--- src/rtl/sram_pwr_pkg.sv ---
// Shared types for the SRAM bank power controller.
package sram_pwr_pkg;

    // Requested power mode as driven on mode_i.
    typedef enum logic [1:0] {
        MODE_ON   = 2'd0,
        MODE_RET  = 2'd1,
        MODE_OFF  = 2'd2,
        MODE_RSVD = 2'd3
    } mode_e;

    // Controller state, visible on state_o.
    typedef enum logic [2:0] {
        ST_ON     = 3'd0,
        ST_DRAIN  = 3'd1,
        ST_RET    = 3'd2,
        ST_PWR_DN = 3'd3,
        ST_OFF    = 3'd4,
        ST_PWR_UP = 3'd5,
        ST_WAKE   = 3'd6
    } state_e;

endpackage

--- src/rtl/sram_pwr_ctrl.sv ---
// SRAM bank power controller: sequences ON / retention / OFF transitions,
// gates bus grants while the macro is not fully powered, and flags a sticky
// error when the power switch fails to acknowledge in time.
module sram_pwr_ctrl
    import sram_pwr_pkg::*;
#(
    parameter int unsigned AckTimeout   = 32,
    parameter int unsigned WakeupCycles = 4
) (
    input  logic       clk_i,
    input  logic       rst_ni,
    input  logic       mode_valid_i,
    input  logic [1:0] mode_i,
    output logic       mode_ready_o,
    input  logic       req_i,
    output logic       gnt_o,
    output logic       sram_req_o,
    output logic       pwrgate_no,
    input  logic       pwrgate_ack_ni,
    output logic       set_retentive_no,
    output logic [2:0] state_o,
    output logic       timeout_err_o
);

    localparam int unsigned CntMax = (AckTimeout > WakeupCycles) ? AckTimeout : WakeupCycles;
    localparam int unsigned CntW   = $clog2(CntMax + 1);
    // Counters are loaded with N-1 so a phase lasts at most N cycles.
    localparam logic [CntW-1:0] AckLoad  = CntW'(AckTimeout - 1);
    localparam logic [CntW-1:0] WakeLoad = CntW'(WakeupCycles - 1);

    state_e          state_q, state_d;
    mode_e           tgt_q, tgt_d;
    logic [CntW-1:0] cnt_q, cnt_d;
    logic            err_q, err_d;

    mode_e req_mode;
    logic  mode_acc;
    logic  cnt_last;

    assign req_mode = mode_e'(mode_i);
    assign mode_acc = mode_valid_i & mode_ready_o;
    assign cnt_last = (cnt_q == '0);

    // State-decoded outputs; the macro is powered and non-retentive by default.
    always_comb begin
        gnt_o            = 1'b0;
        mode_ready_o     = 1'b0;
        pwrgate_no       = 1'b1;
        set_retentive_no = 1'b1;
        case (state_q)
            ST_ON:     begin gnt_o = 1'b1; mode_ready_o = 1'b1; end
            ST_RET:    begin set_retentive_no = 1'b0; mode_ready_o = 1'b1; end
            ST_PWR_DN: pwrgate_no = 1'b0;
            ST_OFF:    begin pwrgate_no = 1'b0; mode_ready_o = 1'b1; end
            default:   ;
        endcase
    end

    assign sram_req_o    = req_i & gnt_o;
    assign state_o       = state_q;
    assign timeout_err_o = err_q;

    // Next-state, shared phase counter and sticky timeout flag.
    always_comb begin
        state_d = state_q;
        tgt_d   = tgt_q;
        cnt_d   = cnt_q;
        err_d   = err_q;
        case (state_q)
            ST_ON: begin
                // Redundant and reserved requests are accepted and ignored.
                if (mode_acc && (req_mode == MODE_RET || req_mode == MODE_OFF)) begin
                    state_d = ST_DRAIN;
                    tgt_d   = req_mode;
                end
            end
            ST_DRAIN: begin
                // One cycle lets the last granted read return before power changes.
                if (tgt_q == MODE_OFF) begin
                    state_d = ST_PWR_DN;
                    cnt_d   = AckLoad;
                end else begin
                    state_d = ST_RET;
                end
            end
            ST_RET: begin
                if (mode_acc && req_mode == MODE_OFF) begin
                    state_d = ST_PWR_DN;
                    cnt_d   = AckLoad;
                end else if (mode_acc && req_mode == MODE_ON) begin
                    state_d = ST_WAKE;
                    cnt_d   = WakeLoad;
                end
            end
            ST_PWR_DN: begin
                if (!pwrgate_ack_ni) begin
                    state_d = ST_OFF;
                end else if (cnt_last) begin
                    state_d = ST_OFF;
                    err_d   = 1'b1;
                end else begin
                    cnt_d = cnt_q - CntW'(1);
                end
            end
            ST_OFF: begin
                // RET from OFF cannot restore contents, so it is a no-op.
                if (mode_acc && req_mode == MODE_ON) begin
                    state_d = ST_PWR_UP;
                    cnt_d   = AckLoad;
                end
            end
            ST_PWR_UP: begin
                if (pwrgate_ack_ni) begin
                    state_d = ST_WAKE;
                    cnt_d   = WakeLoad;
                end else if (cnt_last) begin
                    state_d = ST_WAKE;
                    cnt_d   = WakeLoad;
                    err_d   = 1'b1;
                end else begin
                    cnt_d = cnt_q - CntW'(1);
                end
            end
            ST_WAKE: begin
                if (cnt_last) begin
                    state_d = ST_ON;
                end else begin
                    cnt_d = cnt_q - CntW'(1);
                end
            end
            default: state_d = ST_ON;
        endcase
    end

    // State register; reset returns straight to ON regardless of phase.
    always_ff @(posedge clk_i or negedge rst_ni) begin
        if (!rst_ni) begin
            state_q <= ST_ON;
            tgt_q   <= MODE_RET;
            cnt_q   <= '0;
            err_q   <= 1'b0;
        end else begin
            state_q <= state_d;
            tgt_q   <= tgt_d;
            cnt_q   <= cnt_d;
            err_q   <= err_d;
        end
    end

endmodule

--- config.mk ---
export PLATFORM = sky130hd
export DESIGN_NAME = sram_pwr_ctrl
export DESIGN_NICKNAME = d
export VERILOG_FILES = /design/src/rtl/sram_pwr_pkg.sv /design/src/rtl/sram_pwr_ctrl.sv
export SDC_FILE = /design/constraint.sdc
export NUM_CORES = 1
export LEC_CHECK = 0
export BUFFER_PORTS_ARGS = -buffer_cell sky130_fd_sc_hd__buf_2
export CORE_MARGIN = 1
export CORE_UTILIZATION = 25
export CTS_CLUSTER_SIZE = 28
export DETAILED_ROUTE_END_ITERATION = 6
export HOLD_SLACK_MARGIN = 0.1
export SYNTH_ARGS = -nofsm -noshare
export SYNTH_HDL_FRONTEND = slang
export SYNTH_SLANG_ARGS = --single-unit
--- constraint.sdc ---
create_clock -name clk_i -period 4.1 [get_ports clk_i]
set_input_delay 0.41 -clock clk_i [delete_from_list [all_inputs] [get_ports clk_i]]
set_output_delay 0.41 -clock clk_i [all_outputs]
set_load 0.03 [all_outputs]
==> results of run 1 <==
## area by class of cell
type | instances | share of cell area
inverters | 11 | 0.0384
clock buffers | 4 | 0.0337
multi-input cells | 83 | 0.515
flip-flops and latches | 12 | 0.280
repair buffers | 16 | 0.0791
well taps | 46 | 0.0535
## metal layers
| layer | up-vias | GRT usage | wire length [um] |
|---|---|---|---|
| met1 | 382 | 0.144 | 972 |
| met4 | 0 | 0.0523 | 36 |
| met2 | 14 | 0.197 | 1020 |
| li1 | 421 | - | - |
| met5 | - | 0 | 0 |
| met3 | 4 | 0.0401 | 78 |
## path summary, 6_finish.rpt
path                                                start                   endpoint  slack (ns)  cells after the start
worst max-delay path               state_o[0]$_DFFE_PN0P_       cnt_q[3]$_DFFE_PN0P_        1.97                      7
worst min-delay path                            mode_i[0]       tgt_q[0]$_DFFE_PN1P_        0.41                      3
worst max register to register     state_o[0]$_DFFE_PN0P_       cnt_q[3]$_DFFE_PN0P_        1.97                      7
worst min register to register  timeout_err_o$_DFFE_PN0P_  timeout_err_o$_DFFE_PN0P_        0.46                      1
max in group asynchronous                          rst_ni       tgt_q[0]$_DFFE_PN1P_        3.29                      2
min in group asynchronous                          rst_ni       cnt_q[4]$_DFFE_PN0P_        0.53                      2
## layout by cell type, fill, tap and decap left out, types with 2 or more instances in the layout
master / netlist / routed
nor2b_1: 4 / 4
a31oi_1: 4 / 4
nand2b_1: 5 / 5
inv_1: 11 / 11
dfrtp_1: 11 / 11
nor2_1: 6 / 6
a21oi_1: 6 / 6
a2bb2oi_1: 2 / 2
nand3_1: 2 / 2
o22ai_1: 2 / 2
clkbuf_4: 0 / 3
ha_1: 8 / 8
buf_2: 1 / 15
o211ai_1: 3 / 3
nand2_1: 13 / 13
o21ai_0: 7 / 7
nor3_1: 2 / 2
## registers in the layout, summed over array words and instances (netlist names)
name	cells
state_o	3
tgt_q	2
cnt_q	6
timeout_err_o	1
## power groups by stage
stage / combinational (mW) / clock [mW] / sequential, mW
floorplan: 0.501 / 0 / 0.250
global placement: 0.617 / 0 / 0.237
detailed placement: 0.634 / 0 / 0.243
CTS: 0.639 / 0.105 / 0.240
global route: 0.704 / 0.111 / 0.253
finish: 0.631 / 0.100 / 0.241
## cell families (layout without fill, tap and decap cells)
kind of cell,count (synthesis),after routing,share of synthesized area
and+or+nand+nor,37,37,0.202
DFF,12,12,0.328
muxes,2,2,0.0232
buffers and inverters,14,31,0.0681
adders and majority gates,8,8,0.109
AOI/OAI and AO/OA,36,36,0.270
## critical path, cell delays in order (launching register included)
cell	delay, ns
dfrtp_1	0.42
inv_1	0.08
ha_1	0.29
a21boi_0	0.17
o211ai_1	0.29
o2111ai_2	0.35
o21ai_0	0.27
o21ai_0	0.10
## cell usage after synthesis (all sizes together)
library cell,count,share of area
a211o,1,0.0095
a21boi,1,0.0082
a21o,2,0.018
a21oi,7,0.042
a22oi,1,0.0082
a2bb2oi,2,0.019
a31oi,4,0.027
a32oi,1,0.0095
and2,1,0.0068
buf,2,0.018
clkbuf,1,0.0054
dfrtp,11,0.30
dfstp,1,0.029
ha,8,0.11
inv,11,0.045
mux2,1,0.012
mux2i,1,0.011
nand2,13,0.053
nand2b,5,0.034
nand3,2,0.011
nand4,1,0.0068
nor2,6,0.025
nor2b,4,0.027
nor3,2,0.011
nor3b,1,0.0082
o2111ai,1,0.016
o211ai,3,0.025
o21a,1,0.0082
o21ai,8,0.044
o21bai,1,0.0082
o22ai,3,0.027
or3,2,0.019
## metrics by stage
step	setup WS, ns	cell area (um^2)	hold WS [ns]	power, mW
after CTS	1.98	1080	0.420	0.983
after detailed placement	2.02	1030	0.316	0.877
after floorplan	1.89	918	0.114	0.751
after global routing	1.75	1080	0.415	1.07
final	1.97	1080	0.413	0.972
after global placement	2.06	1030	0.314	0.854
==> flow_summary.yaml, run 1 <==
worst_setup_path:
  required_ns: 4.25
  setup.worst_path.start_class: "flop"
  end_kind: "flop"
  path_class: "flop to flop"
  critPathArrivalTime_ns: 2.28
  critPathMaxFanout: 12
clock_network:
  post_cts_resized: 0
  ctsLongestPathBuffers: 2
  htree_levels: 1
  cts-root-buf: "clkbuf_4"
  numCtsBuffers: 3
  cts_tree: "built"
  hold_buffers: 1
  clock_sinks: 12
  cts_setup_buffers: 0
  clock_latency_ns: 0.28
  cts.clk_slew.worst_paths_ns: 0.08
final_layout:
  drive_gt1_frac: 0.206
  fillers: 381
  seq_area_um2: 302
  final_cells: 172
  syn_to_final_growth_pct: 17.2
  nNetsFinal: 142
  post-route-util: 0.315
  multi_input_area_um2: 554
  num_antenna_cells: 0
floorplan:
  die-area_um2: 3920
  core_area_um2: 3420
  fp.dieH_um: 62.6
  start_util: 0.269
  io_pins: 16
  num_rows: 21
  die_w_um: 62.6
global_routing:
  grt_max_degree: 18
  antenna_found_initial: 0
  grt_util_all_layers: 0.121
  grt_pass1_wl_mm: 3.64
  grt_overflow: 0
  grt_pass1_vias: 782
pwr:
  p_comb_frac: 0.649
  swShare: 0.515
  p_int_uw: 472
  p_clk_frac: 0.103
  ir_drop_mv: 0.287
  power_frac_seq: 0.247
  netSwitchingPower_uw: 501
  leakagePower_nw: 0.508
  p_per_area_nw_per_um2: 903
routing:
  drt-initial-drc-count: 13
  postRouteAntennaNets: 0
  first_pass_iters: 4
  num_vias: 821
  routedWlPerCell_um: 12.2
  avgViaCountPerCell: 4.77
  drc_errors: 0
  routed_wl_mm: 2.10
timing:
  finClkSkew_ns: 0.000636
  tightest_slew_ns: 0.540
  timing.final.crit_period_ns: 2.13
  setup_viol: 0
  slew_violations: 0
  finalCritPeriodShare: 0.519
  setup-tns-final_ns: 0
  finalHoldViolations: 0
  slew_headroom: 0.640
  fmax_mhz: 470
  rsz0062_at_grt: "false"
yosys:
  ys_seq_elements: 12
  synth.avg_cell_area_um2: 8.43
  synth-seq-area-share: 0.328
  syn_area_um2: 918
  yosysUniqueCellTypes: 38
  syn_nets: 124
  postSynthCellCount: 109
  ys_warn_count: 0
place:
  place_hpwl_mm: 1.66
  gp_congestion: 0.791
  dp.cells: 167
  portBuffers: 15
worst_hold_path:
  hold_class: "primary input to flop"
job:
  maxCapViolations: 0
status:
  outcome: "complete, no violations"
Note: power is estimated with default switching activity, not from simulation.
==> run 2, diff against run 1 <==
- clock period: 4.1 -> 2.05 ns (I/O delays scaled with it)
==> run 2 against run 1 <==
  * Final cell count grew 3.5%
  * Utilization grew 1.9 points
  * Final area grew 5.9%
  * Routed wire length grew 3.5%
  * Clock-buffer cell count is the same
  * Via count grew 5.2%
  * Sequential share of layout area shrank 1.6 points
  * Flip-flop and latch count is the same
  * Power grew 120%
  * Setup slack lost 1.9 ns
  * Non-clock buffer count grew 6
  * Clock power grew 97%
  * Largest cell class unchanged
==> flow_summary.yaml, run 2 (same netlist as run 1, synthesis figures left out) <==
final_layout:
  seq_area_um2: 302
  finalInstanceArea_um2: 1140
  largest_register_ffs: 6
  nNetsFinal: 148
  fillers: 369
  regMostFlops: "cnt_q"
  layout_commonest_cell: "buf_2"
  syn_to_final_growth_pct: 24.1
  multi_input_area_um2: 573
  final_cell_mix: "15 x buf_2, 13 x nand2_1, 11 x inv_1, 11 x dfrtp_1"
  num_antenna_cells: 0
  drive_gt1_frac: 0.265
routing:
  first_pass_iters: 4
  num_vias: 864
  routedWlPerCell_um: 12.2
  drt-initial-drc-count: 34
  avgViaCountPerCell: 4.85
  drc_errors: 0
  routed_wl_mm: 2.18
  postRouteAntennaNets: 0
timing:
  setup_viol: 0
  fmax_mhz: 509
  tightest_slew_ns: 0.382
  finalCritPeriodShare: 0.959
  slew_headroom: 0.745
  slew_violations: 0
  holdWs_ns: 0.202
  finalHoldViolations: 0
  timing.final.crit_period_ns: 1.97
  finClkSkew_ns: 0.00314
floorplan:
  io_pins: 16
  start_util: 0.269
  die_w_um: 62.6
  die-area_um2: 3920
  num_rows: 21
  core_area_um2: 3420
  fp.dieH_um: 62.6
worst_setup_path:
  setup.worst_path.start_class: "flop"
  required_ns: 2.22
  end_kind: "flop"
  critPathMaxFanout: 8
  path_class: "flop to flop"
  critPathArrivalTime_ns: 2.14
worst_hold_path:
  hold_class: "primary input to flop"
place:
  place_area_um2: 1050
  place_hpwl_mm: 1.62
  gp_congestion: 0.862
  portBuffers: 15
pwr:
  leakagePower_nw: 0.536
  p_per_area_nw_per_um2: 1850
  ir_drop_mv: 0.498
clock_network:
  clock_latency_ns: 0.28
  numCtsBuffers: 3
  cts.clk_slew.worst_paths_ns: 0.08
  clock_sinks: 12
  ctsLongestPathBuffers: 2
  cts-root-buf: "clkbuf_4"
  cts_tree: "built"
  htree_levels: 1
global_routing:
  grt_overflow: 0
  grt_pass1_vias: 826
  antenna_found_initial: 0
  grt_util_all_layers: 0.121
  grt_max_degree: 14
  grt_pass1_wl_mm: 3.73
status:
  outcome: "complete, no violations"
job:
  maxCapViolations: 0
-- run 2: cell count changes in the layout (fill, tap and decap cells not counted), sizes merged --
cell,change
buf,+6
-- run 2: worst max-delay path, stage by stage, from the launching register on --
cell and delay [ns]:
dfrtp_1 0.37, inv_1 0.07, ha_2 0.24, a21boi_0 0.16, o211ai_1 0.33, nand2_1 0.17, nor2_2 0.18, mux2_2 0.34
-- run 2: per-stage QoR --
| step | worst slack, ns | TNS [ns] | cells | power (mW) | util |
|---|---|---|---|---|---|
| after floorplan | 0.0207 | 0 | 109 | 1.51 | - |
| after global placement | 0.0988 | 0 | 169 | 1.74 | 0.307 |
| after detailed placement | -0.0268 | -0.0744 | 169 | 1.78 | 0.307 |
| after CTS | -0.0269 | -0.0753 | 174 | 2.00 | 0.321 |
| after global routing | -0.0194 | -0.0365 | 178 | 2.32 | 0.334 |
| final | 0.0839 | 0 | 178 | 2.11 | 0.334 |
-- run 2: layout make-up --
| cell class | count | area share |
|---|---|---|
| Timing Repair Buffer | 22 | 0.114 |
| Inverter | 11 | 0.0362 |
| Multi-Input combinational cell | 83 | 0.503 |
| Clock buffer | 4 | 0.0318 |
| Tap cell | 46 | 0.0505 |
| Sequential cell | 12 | 0.265 |
-- run 2: layer usage --
| layer | global-route usage | part of all wire |
|---|---|---|
| met2 | 0.211 | 0.51 |
| met4 | 0.0610 | 0.017 |
| met5 | 0 | 0 |
| met3 | 0.0182 | 0.022 |
| met1 | 0.142 | 0.45 |
-- run 2: repair_timing --
action                                  in CTS  in global routing
setup buffers                                0                  4
hold endpoints to repair                    12                  0
endpoints found under the setup margin       4                  8
pin swaps                                    0                  3
gates resized for setup                      1                  2
hold buffers                                 1                  0
-- run 2: where the power goes --
part	leakage (nW)	internal, mW	switching (mW)
logic	0.373	0.598	0.852
registers	0.143	0.357	0.103
clock network	0.0210	0.108	0.0892
total	0.536	1.06	1.04
-- run 2: final timing paths --
check	slack (ns)	from	to	cells past startpoint
setup / recovery	0.08	state_o[0]$_DFFE_PN0P_	state_o[0]$_DFFE_PN0P_	7
hold reg to reg	0.46	timeout_err_o$_DFFE_PN0P_	timeout_err_o$_DFFE_PN0P_	1
setup reg to reg	0.08	state_o[0]$_DFFE_PN0P_	state_o[0]$_DFFE_PN0P_	7
hold / removal	0.20	mode_i[1]	tgt_q[1]$_DFFE_PN0P_	3
max in group asynchronous	1.44	rst_ni	tgt_q[0]$_DFFE_PN1P_	2
min in group asynchronous	0.33	rst_ni	cnt_q[1]$_DFFE_PN0P_	2
==> run 3, diff against run 2 <==
- CELL_PAD_IN_SITES_DETAIL_PLACEMENT: not set -> 0
- CELL_PAD_IN_SITES_GLOBAL_PLACEMENT: not set -> 1
- PLACE_DENSITY_LB_ADDON: not set -> 0.1
==> run 3 against run 2 <==
  * Critical path type unchanged
  * Largest power group unchanged
  * Final area fell by 0.66%
  * Setup slack improved by 0.026 ns
  * Via count fell by 1.3%
  * Maximum frequency rose by 1.3%
  * Routed wire length rose by 3.4%
  * Clock skew rose by 0.0038 ns
  * Global-route usage rose by 0.29 points
  * Clock-buffer cell count did not move
  * Register-to-register slack improved by 0.03 ns
==> flow_summary.yaml, run 3 (same netlist as run 1, synthesis figures left out) <==
worst_setup_path:
  critPathLaunch: "state_o[0]$_DFFE_PN0P_"
  max_stage_delay_ns: 0.40
  required_ns: 2.21
  critPathMaxFanout: 5
  cpMaxStageDelayCell: "dfrtp_1"
  rr_startpoint: "state_o[0]$_DFFE_PN0P_"
  end_kind: "flop"
  ff2ff_path_depth: 7
  r2r_setup_slack_ns: 0.11
  setup.worst_path.start_class: "flop"
  path_class: "flop to flop"
  path_cells: "inv_1, ha_1, a21boi_0, o211ai_1, nand2_1, nor2_1, mux2_2"
  critPathArrivalTime_ns: 2.10
routing:
  avgViaCountPerCell: 4.77
  num_vias: 853
  drt-initial-drc-count: 37
  postRouteAntennaNets: 0
  first_pass_iters: 4
  drc_errors: 0
  routed_wl_mm: 2.25
  routedWlPerCell_um: 12.6
pwr:
  p_per_area_nw_per_um2: 1810
  ir_drop_mv: 0.653
  total_power_mw: 2.05
  leakagePower_nw: 0.536
floorplan:
  die-area_um2: 3920
  fp.dieH_um: 62.6
  core_area_um2: 3420
  num_rows: 21
  die_w_um: 62.6
  start_util: 0.269
  io_pins: 16
final_layout:
  final_cells: 179
  syn_to_final_growth_pct: 23.3
  regMostFlops: "cnt_q"
  largest_register_ffs: 6
  layout_commonest_cell: "buf_2"
  final_cell_mix: "15 x buf_2, 13 x nand2_1, 11 x inv_1, 11 x dfrtp_1, 8 x ha_1"
  post-route-util: 0.332
  num_antenna_cells: 0
  drive_gt1_frac: 0.248
  nNetsFinal: 149
clock_network:
  htree_levels: 1
  cts-root-buf: "clkbuf_4"
  cts_tree: "built"
  cts.clk_slew.worst_paths_ns: 0.07
  clock_sinks: 12
  numCtsBuffers: 3
  ctsLongestPathBuffers: 2
  clock_latency_ns: 0.28
worst_hold_path:
  whs_path_depth: 3
  hold_class: "primary input to flop"
  min_from: "mode_i[0]"
timing:
  setup_viol: 0
  finalHoldViolations: 0
  finalCritPeriodShare: 0.947
  slew_headroom: 0.749
  timing.final.crit_period_ns: 1.94
  finClkSkew_ns: 0.00691
  fmax_mhz: 515
  tightest_slew_ns: 0.376
  holdWs_ns: 0.199
  slew_violations: 0
place:
  place_hpwl_mm: 1.72
  portBuffers: 15
  dp.cells: 171
  gp_congestion: 0.751
global_routing:
  grt_overflow: 0
  grt_util_all_layers: 0.124
  grt_max_degree: 13
  grt_pass1_wl_mm: 3.71
  grt_pass1_vias: 805
  antenna_found_initial: 0
status:
  outcome: "complete, no violations"
job:
  maxCapViolations: 0
## run 3: path summary, 6_finish.rpt
path | end
setup reg to reg | state_o[0]$_DFFE_PN0P_
hold / removal | tgt_q[0]$_DFFE_PN1P_
hold reg to reg | timeout_err_o$_DFFE_PN0P_
max in group asynchronous | tgt_q[0]$_DFFE_PN1P_
min in group asynchronous | timeout_err_o$_DFFE_PN0P_
setup / recovery | state_o[0]$_DFFE_PN0P_
## run 3: per-stage QoR
step / setup TNS, ns / cell area [um^2] / setup slack [ns]
floorplan: 0 / 921 / 0.0207
global placement: 0 / 1060 / 0.0893
detailed placement: 0 / 1060 / 0.0387
CTS: 0 / 1100 / 0.0304
global route: -0.0648 / 1130 / -0.0216
finish: 0 / 1130 / 0.109
## run 3: repair_timing
| item | in CTS | in global routing |
|---|---|---|
| endpoints found under the hold margin | 12 | 0 |
| endpoints found under the setup margin | 0 | 7 |
| hold buffers | 1 | 0 |
| buffers inserted | 0 | 3 |
| resized for setup | 0 | 1 |
## run 3: cell type report
| type | count | area [um^2] |
|---|---|---|
| Fill cell | 383 | 2280 |
| Multi-Input combinational cell | 83 | 568 |
| Sequential cell | 12 | 302 |
| Timing Repair Buffer | 23 | 138 |
| Tap cell | 46 | 57.6 |
| Inverter | 11 | 41.3 |
| Clock buffer | 4 | 26.3 |
## run 3: routing by layer
metal  track usage  vias up  wire length (um)
li1              -      431                 -
met1         0.151      401              1070
met2         0.202       17              1050
met3        0.0456        4               103
met4        0.0349        0                29
met5             0        -                 0
## run 3: worst max-delay path, delay by kind of cell, from the launching register on
| family | cells | cell delay, ns |
|---|---|---|
| multiplexers | 1 | 0.36 |
| adder cells (fa/ha/maj) | 1 | 0.26 |
| buffers and inverters | 1 | 0.08 |
| AO/OA/AOI/OAI | 2 | 0.41 |
| AND/OR/NAND/NOR | 2 | 0.32 |
| flip-flops | 1 | 0.40 |
## run 3: where the power goes
group	internal (mW)	switching, mW
Combinational	0.589	0.831
Clock	0.0756	0.0860
Sequential	0.357	0.106
